--- src/rtl/psum_pkg.sv ---
// Shared types, width relations and saturation limits for the partial-sum drain.
package psum_pkg;

    typedef enum logic [1:0] {
        IDLE  = 2'd0,
        ACCUM = 2'd1,
        HOLD  = 2'd2
    } state_t;

    localparam int unsigned BW_DEF  = 8;
    localparam int unsigned CNT_DEF = 8;

    function automatic int unsigned psum_width(input int unsigned bw);
        return 2 * bw + 3;
    endfunction

    function automatic int unsigned acc_width(input int unsigned bw_psum);
        return bw_psum + 5;
    endfunction

    // Limits are returned 64 bits wide; callers truncate to their accumulator width.
    function automatic logic [63:0] sat_max(input int unsigned w, input logic sgn);
        if (sgn)
            return (64'd1 << (w - 1)) - 64'd1;
        else if (w >= 64)
            return '1;
        else
            return (64'd1 << w) - 64'd1;
    endfunction

    function automatic logic [63:0] sat_min(input int unsigned w, input logic sgn);
        if (sgn)
            return {64{1'b1}} << (w - 1);
        else
            return '0;
    endfunction

endpackage

--- src/rtl/psum_sat_add.sv ---
// Combinational extend-and-saturating-add of one partial sum into an accumulator.
module psum_sat_add
    import psum_pkg::*;
#(
    parameter int unsigned bw_psum = 19,
    parameter int unsigned acc_bw  = 24
) (
    input  logic [acc_bw-1:0]  acc,
    input  logic [bw_psum-1:0] psum,
    input  logic               is_signed,
    output logic [acc_bw-1:0]  sum,
    output logic               sat
);

    localparam int unsigned EXT_BW = acc_bw - bw_psum;
    localparam logic [acc_bw-1:0] MAX_S = acc_bw'(sat_max(acc_bw, 1'b1));
    localparam logic [acc_bw-1:0] MIN_S = acc_bw'(sat_min(acc_bw, 1'b1));
    localparam logic [acc_bw-1:0] MAX_U = acc_bw'(sat_max(acc_bw, 1'b0));

    logic [acc_bw-1:0] ext;
    logic [acc_bw:0]   raw;
    logic              pos_ovf;
    logic              neg_ovf;

    assign ext = is_signed ? {{EXT_BW{psum[bw_psum-1]}}, psum}
                           : {{EXT_BW{1'b0}}, psum};
    assign raw = {1'b0, acc} + {1'b0, ext};

    // Signed overflow only when both operands share a sign the result lost.
    assign pos_ovf = ~acc[acc_bw-1] & ~ext[acc_bw-1] &  raw[acc_bw-1];
    assign neg_ovf =  acc[acc_bw-1] &  ext[acc_bw-1] & ~raw[acc_bw-1];

    always_comb begin
        sum = raw[acc_bw-1:0];
        sat = 1'b0;
        if (is_signed) begin
            if (pos_ovf) begin
                sum = MAX_S;
                sat = 1'b1;
            end else if (neg_ovf) begin
                sum = MIN_S;
                sat = 1'b1;
            end
        end else if (raw[acc_bw]) begin
            sum = MAX_U;
            sat = 1'b1;
        end
    end

endmodule

--- src/rtl/psum_acc_drain.sv ---
// Accumulates num_chunks partial sums per result and drains them on a valid/ready port.
// Optional build macro PSUM_ACC_RELU_EN clamps negative signed results to zero.
module psum_acc_drain
    import psum_pkg::*;
#(
    parameter int unsigned bw      = BW_DEF,
    parameter int unsigned bw_psum = psum_width(bw),
    parameter int unsigned acc_bw  = acc_width(bw_psum),
    parameter int unsigned cnt_bw  = CNT_DEF
) (
    input  logic               clk,
    input  logic               reset,
    input  logic               in_valid,
    output logic               in_ready,
    input  logic [bw_psum-1:0] in_psum,
    input  logic               is_signed,
    input  logic [cnt_bw-1:0]  num_chunks,
    output logic               out_valid,
    input  logic               out_ready,
    output logic [acc_bw-1:0]  out_acc,
    output logic               out_sat,
    output logic               busy
);

    state_t            state;
    logic [acc_bw-1:0] acc;
    logic [cnt_bw-1:0] cnt;
    logic [cnt_bw-1:0] n_lat;
    logic              signed_lat;
    logic              sat;

    logic              beat;
    logic              start_group;
    logic              last;
    logic              sgn_eff;
    logic [cnt_bw-1:0] n_eff;
    logic [acc_bw-1:0] add_acc;
    logic [acc_bw-1:0] sum;
    logic              sum_sat;
    logic              sat_next;
    logic [acc_bw-1:0] result;

    assign in_ready = !reset && ((state != HOLD) || out_ready);
    assign beat     = in_valid && in_ready;

    // A beat outside ACCUM always opens a new group, including the zero-bubble HOLD case.
    assign start_group = beat && (state != ACCUM);
    assign sgn_eff     = start_group ? is_signed : signed_lat;
    assign n_eff       = (num_chunks == '0) ? cnt_bw'(1) : num_chunks;
    assign add_acc     = start_group ? '0 : acc;
    assign last        = start_group ? (n_eff == cnt_bw'(1))
                                     : ((cnt + cnt_bw'(1)) == n_lat);
    assign sat_next    = start_group ? sum_sat : (sat | sum_sat);

    psum_sat_add #(
        .bw_psum (bw_psum),
        .acc_bw  (acc_bw)
    ) u_sat_add (
        .acc       (add_acc),
        .psum      (in_psum),
        .is_signed (sgn_eff),
        .sum       (sum),
        .sat       (sum_sat)
    );

`ifdef PSUM_ACC_RELU_EN
    assign result = (sgn_eff && sum[acc_bw-1]) ? '0 : sum;
`else
    assign result = sum;
`endif

    always_ff @(posedge clk) begin
        if (reset) begin
            state      <= IDLE;
            acc        <= '0;
            cnt        <= '0;
            n_lat      <= '0;
            signed_lat <= 1'b0;
            sat        <= 1'b0;
            out_valid  <= 1'b0;
            out_acc    <= '0;
            out_sat    <= 1'b0;
            busy       <= 1'b0;
        end else begin
            case (state)
                IDLE, ACCUM, HOLD: begin
                    if (beat) begin
                        acc  <= sum;
                        sat  <= sat_next;
                        busy <= 1'b1;
                        cnt  <= start_group ? cnt_bw'(1) : cnt + cnt_bw'(1);
                        if (start_group) begin
                            n_lat      <= n_eff;
                            signed_lat <= is_signed;
                        end
                        if (last) begin
                            state     <= HOLD;
                            out_valid <= 1'b1;
                            out_acc   <= result;
                            out_sat   <= sat_next;
                        end else begin
                            state     <= ACCUM;
                            out_valid <= 1'b0;
                        end
                    end else if (state == HOLD && out_ready) begin
                        state     <= IDLE;
                        out_valid <= 1'b0;
                        busy      <= 1'b0;
                    end
                end
                default: begin
                    state     <= IDLE;
                    out_valid <= 1'b0;
                    busy      <= 1'b0;
                end
            endcase
        end
    end

endmodule
--- config.mk ---
export PLATFORM = sky130hd
export DESIGN_NAME = psum_acc_drain
export DESIGN_NICKNAME = d
export VERILOG_FILES = /design/src/rtl/psum_pkg.sv /design/src/rtl/psum_sat_add.sv /design/src/rtl/psum_acc_drain.sv
export SDC_FILE = /design/constraint.sdc
export NUM_CORES = 1
export LEC_CHECK = 0
export CORE_MARGIN = 4
export CORE_UTILIZATION = 40
export CTS_CLUSTER_SIZE = 12
export DETAILED_ROUTE_END_ITERATION = 16
export GPL_ROUTABILITY_DRIVEN = 0
export SLEW_MARGIN = 20
export SYNTH_ARGS = -nofsm -noshare
export SYNTH_HDL_FRONTEND = slang
export SYNTH_HIERARCHICAL = 1
export SYNTH_SLANG_ARGS = --single-unit
--- constraint.sdc ---
create_clock -name clk -period 7 [get_ports clk]
set_clock_uncertainty 0.05 [all_clocks]
set_input_delay 1.4 -clock clk [delete_from_list [all_inputs] [get_ports clk]]
set_output_delay 1.4 -clock clk [all_outputs]
set_load 0.05 [all_outputs]
==> metrics.yaml <==
synth_ff_type: "dfxtp_1"
reg2reg_to: "out_acc[11]$_SDFFE_PP0P_"
synth.distinct_cells: 74
drcViolationCount: 0
cts_tree: "yes"
grt-ovfl-total: 0
setup_viol: 0
r2r_slack_ps: 2290
hold_viol_final: 0
start_util: 0.410
critPathMaxStageDelay_ps: 500
outcome: "completed"
most-common-layout-cells: "nand2_1 (128), a21oi_1 (80), dfxtp_1 (70)"
post_cts_buffers: 0
synth_edf_count: 0
drv_cap: 0
p_per_area_mw_per_mm2: 196
die-area_mm2: 0.0155
dr_wl_met3_um: 547
cp_common_cell: "buf_4"
io_pins: 60
grt_pass1_vias: 5186
clk_latency_ps: 350
p_total_mw: 1.24
ys_warn_count: 6
yosys_register_bits: 70
cts_max_level: 3
dr.max_layer_used: "met4"
crit_fanout: 29
drt-met1-wl_um: 6650
avgSynthCellArea_um2: 7.49
reg2reg_depth: 18
seq_area_frac_synth: 0.257
vias_per_cell: 5.72
whs_ps: 398
period_needed_ps: 5650
crit_type: "primary input to register"
max-vdd-ir-drop_mv: 0.182
final_common_cell: "nand2_1"
final_core_utilization: 0.476
hold_class: "register to register"
drt_wl_total_um: 15700
cts_sinks: 70
hpwl_um: 11000
grt_pass1_wl_um: 25700
async_flop_share: 0
antenna_left: 0
rsz0062_at_grt: "no"
syn_inst: 727
fp.dieW_um: 125
p_leak_nw: 2.36
coreArea_mm2: 0.0133
drive_gt1_frac: 0.0860
crit_chain: "clkdlybuf4s50_1 -> nand2b_1 -> nor3b_2 -> buf_4 -> nor2b_1 -> ha_1 -> fa_1 -> a211oi_1 -> o211ai_1 -> nand3_1 -> a21boi_2 -> nor3_1 -> a211o_1 -> buf_4 -> o311ai_2 -> nand2_1 -> o22ai_1 -> a21oi_1 -> o311ai_1"
max_freq_mhz: 177
grt_max_degree: 72
slowest_stage: "clkdlybuf4s50_1"
n_antenna_cell: 0
clk_pin_slew_ps: 60
hold_start: "acc[14]$_SDFFE_PP0P_"
cts_resized: 0
drt_iter0_drc: 365
vias: 5329
grtUsageTotal: 0.200
setup_tns_ps: 0
clockRootBuffer: "clkbuf_16"
relSlewSlack: 0.284
worstReg2RegStart: "out_valid$_SDFFE_PP0P_"
antenna_found_initial: 0
cts_buffers: 9
synth_area_mm2: 0.00545
wl_met2_um: 8140
wire_per_inst_um: 16.8
period_share: 0.807
hold_buffers: 0
crit_arrival_ps: 5800
cp_data_required_time_ps: 7150
worst_setup_path_end_kind: "register"
cp-start-kind: "primary input"
place_inst: 916
drv_slew: 0
final_cells: 932
synth_nets: 781
layout.nets: 805
whs_endpoint: "acc[14]$_SDFFE_PP0P_"
n_fill_cell: 1322
drt_first_pass_iters: 6
area_growth_pct: 16.2
worst_pin_slew_ps: 1070
portBuffers: 59
die-height_um: 125
fp-row-count: 42
clockBufferDepth: 2
whs_path_depth: 2
## power breakdown
part | total [mW] | switching [mW] | internal, mW | leakage (nW)
Sequential | 0.441 | 0.0167 | 0.424 | 0.569
Combinational | 0.350 | 0.219 | 0.130 | 1.65
Clock | 0.452 | 0.184 | 0.268 | 0.142
## routing by layer
| metal | up-vias | track usage |
|---|---|---|
| li1 | 2676 | - |
| met1 | 2508 | 0.228 |
| met2 | 122 | 0.367 |
| met3 | 23 | 0.0476 |
| met4 | 0 | 0.0613 |
| met5 | - | 0 |
## kinds of logic (layout without fill, tap and decap cells)
logic type                 Yosys count  in the layout  share of synthesized area
and+or+nand+nor                    316            316                      0.284
adders and majority gates           22             22                     0.0519
AOI/OAI and AO/OA                  230            230                      0.303
buffers and inverters               63             92                     0.0579
xor gates and xnor gates            22             22                     0.0379
muxes                                4              4                    0.00781
DFF                                 70             70                      0.257
## final cells by class
| class | instances | area (µm²) | area share |
|---|---|---|---|
| clock buffers | 13 | 270 | 0.0427 |
| flip-flops and latches | 70 | 1400 | 0.221 |
| well taps | 176 | 220 | 0.0348 |
| repair buffers | 65 | 631 | 0.0996 |
| clock inverters | 3 | 17.5 | 0.00277 |
| multi-input cells | 594 | 3750 | 0.592 |
| inverters | 11 | 41.3 | 0.00652 |
## state kept, by name (all words and copies together), names as in the netlist
name and flops:
out_valid 1, cnt 8, sat 1, state 1
out_acc 24, signed_lat 1, out_sat 1, n_lat 8
busy 1, acc 24
## critical path, delay by kind of cell
kind | cells | cell delay, ps
compound gates | 8 | 1560
buf+inv | 3 | 1180
simple gates | 6 | 940
fa+ha+maj | 2 | 690
## Yosys cell counts (12+ instances only)
| master | instances | share of area |
|---|---|---|
| a21oi_1 | 82 | 0.075 |
| clkbuf_1 | 39 | 0.027 |
| dfxtp_1 | 70 | 0.26 |
| ha_1 | 21 | 0.048 |
| nand2_1 | 128 | 0.088 |
| nand2b_1 | 30 | 0.034 |
| nor2_1 | 67 | 0.046 |
| nor2b_1 | 27 | 0.031 |
| o211ai_2 | 17 | 0.039 |
| o21ai_0 | 15 | 0.014 |
| o22ai_1 | 26 | 0.030 |
| o311ai_1 | 25 | 0.040 |
| xnor2_1 | 12 | 0.019 |
## worst max-delay path by stage
stage | start | to | slack (ps) | depth (start not counted)
global placement | in_valid | out_acc[12]$_SDFFE_PP0P_ | 1210 | 19
floorplan | reset | out_sat$_SDFFE_PP0P_ | 1720 | 20
global route | in_valid | out_acc[11]$_SDFFE_PP0P_ | 1050 | 19
CTS | in_valid | out_acc[11]$_SDFFE_PP0P_ | 1430 | 19
finish | in_valid | out_acc[11]$_SDFFE_PP0P_ | 1350 | 19
detailed placement | in_valid | out_acc[11]$_SDFFE_PP0P_ | 1090 | 19
## per-stage QoR
step | worst slack (ps) | instance area, µm²
floorplan | 1720 | 5450
global placement | 1210 | 6040
detailed placement | 1090 | 6040
CTS | 1430 | 6330
global route | 1050 | 6330
finish | 1350 | 6330
No activity file was read; power rests on OpenSTA's default activity.
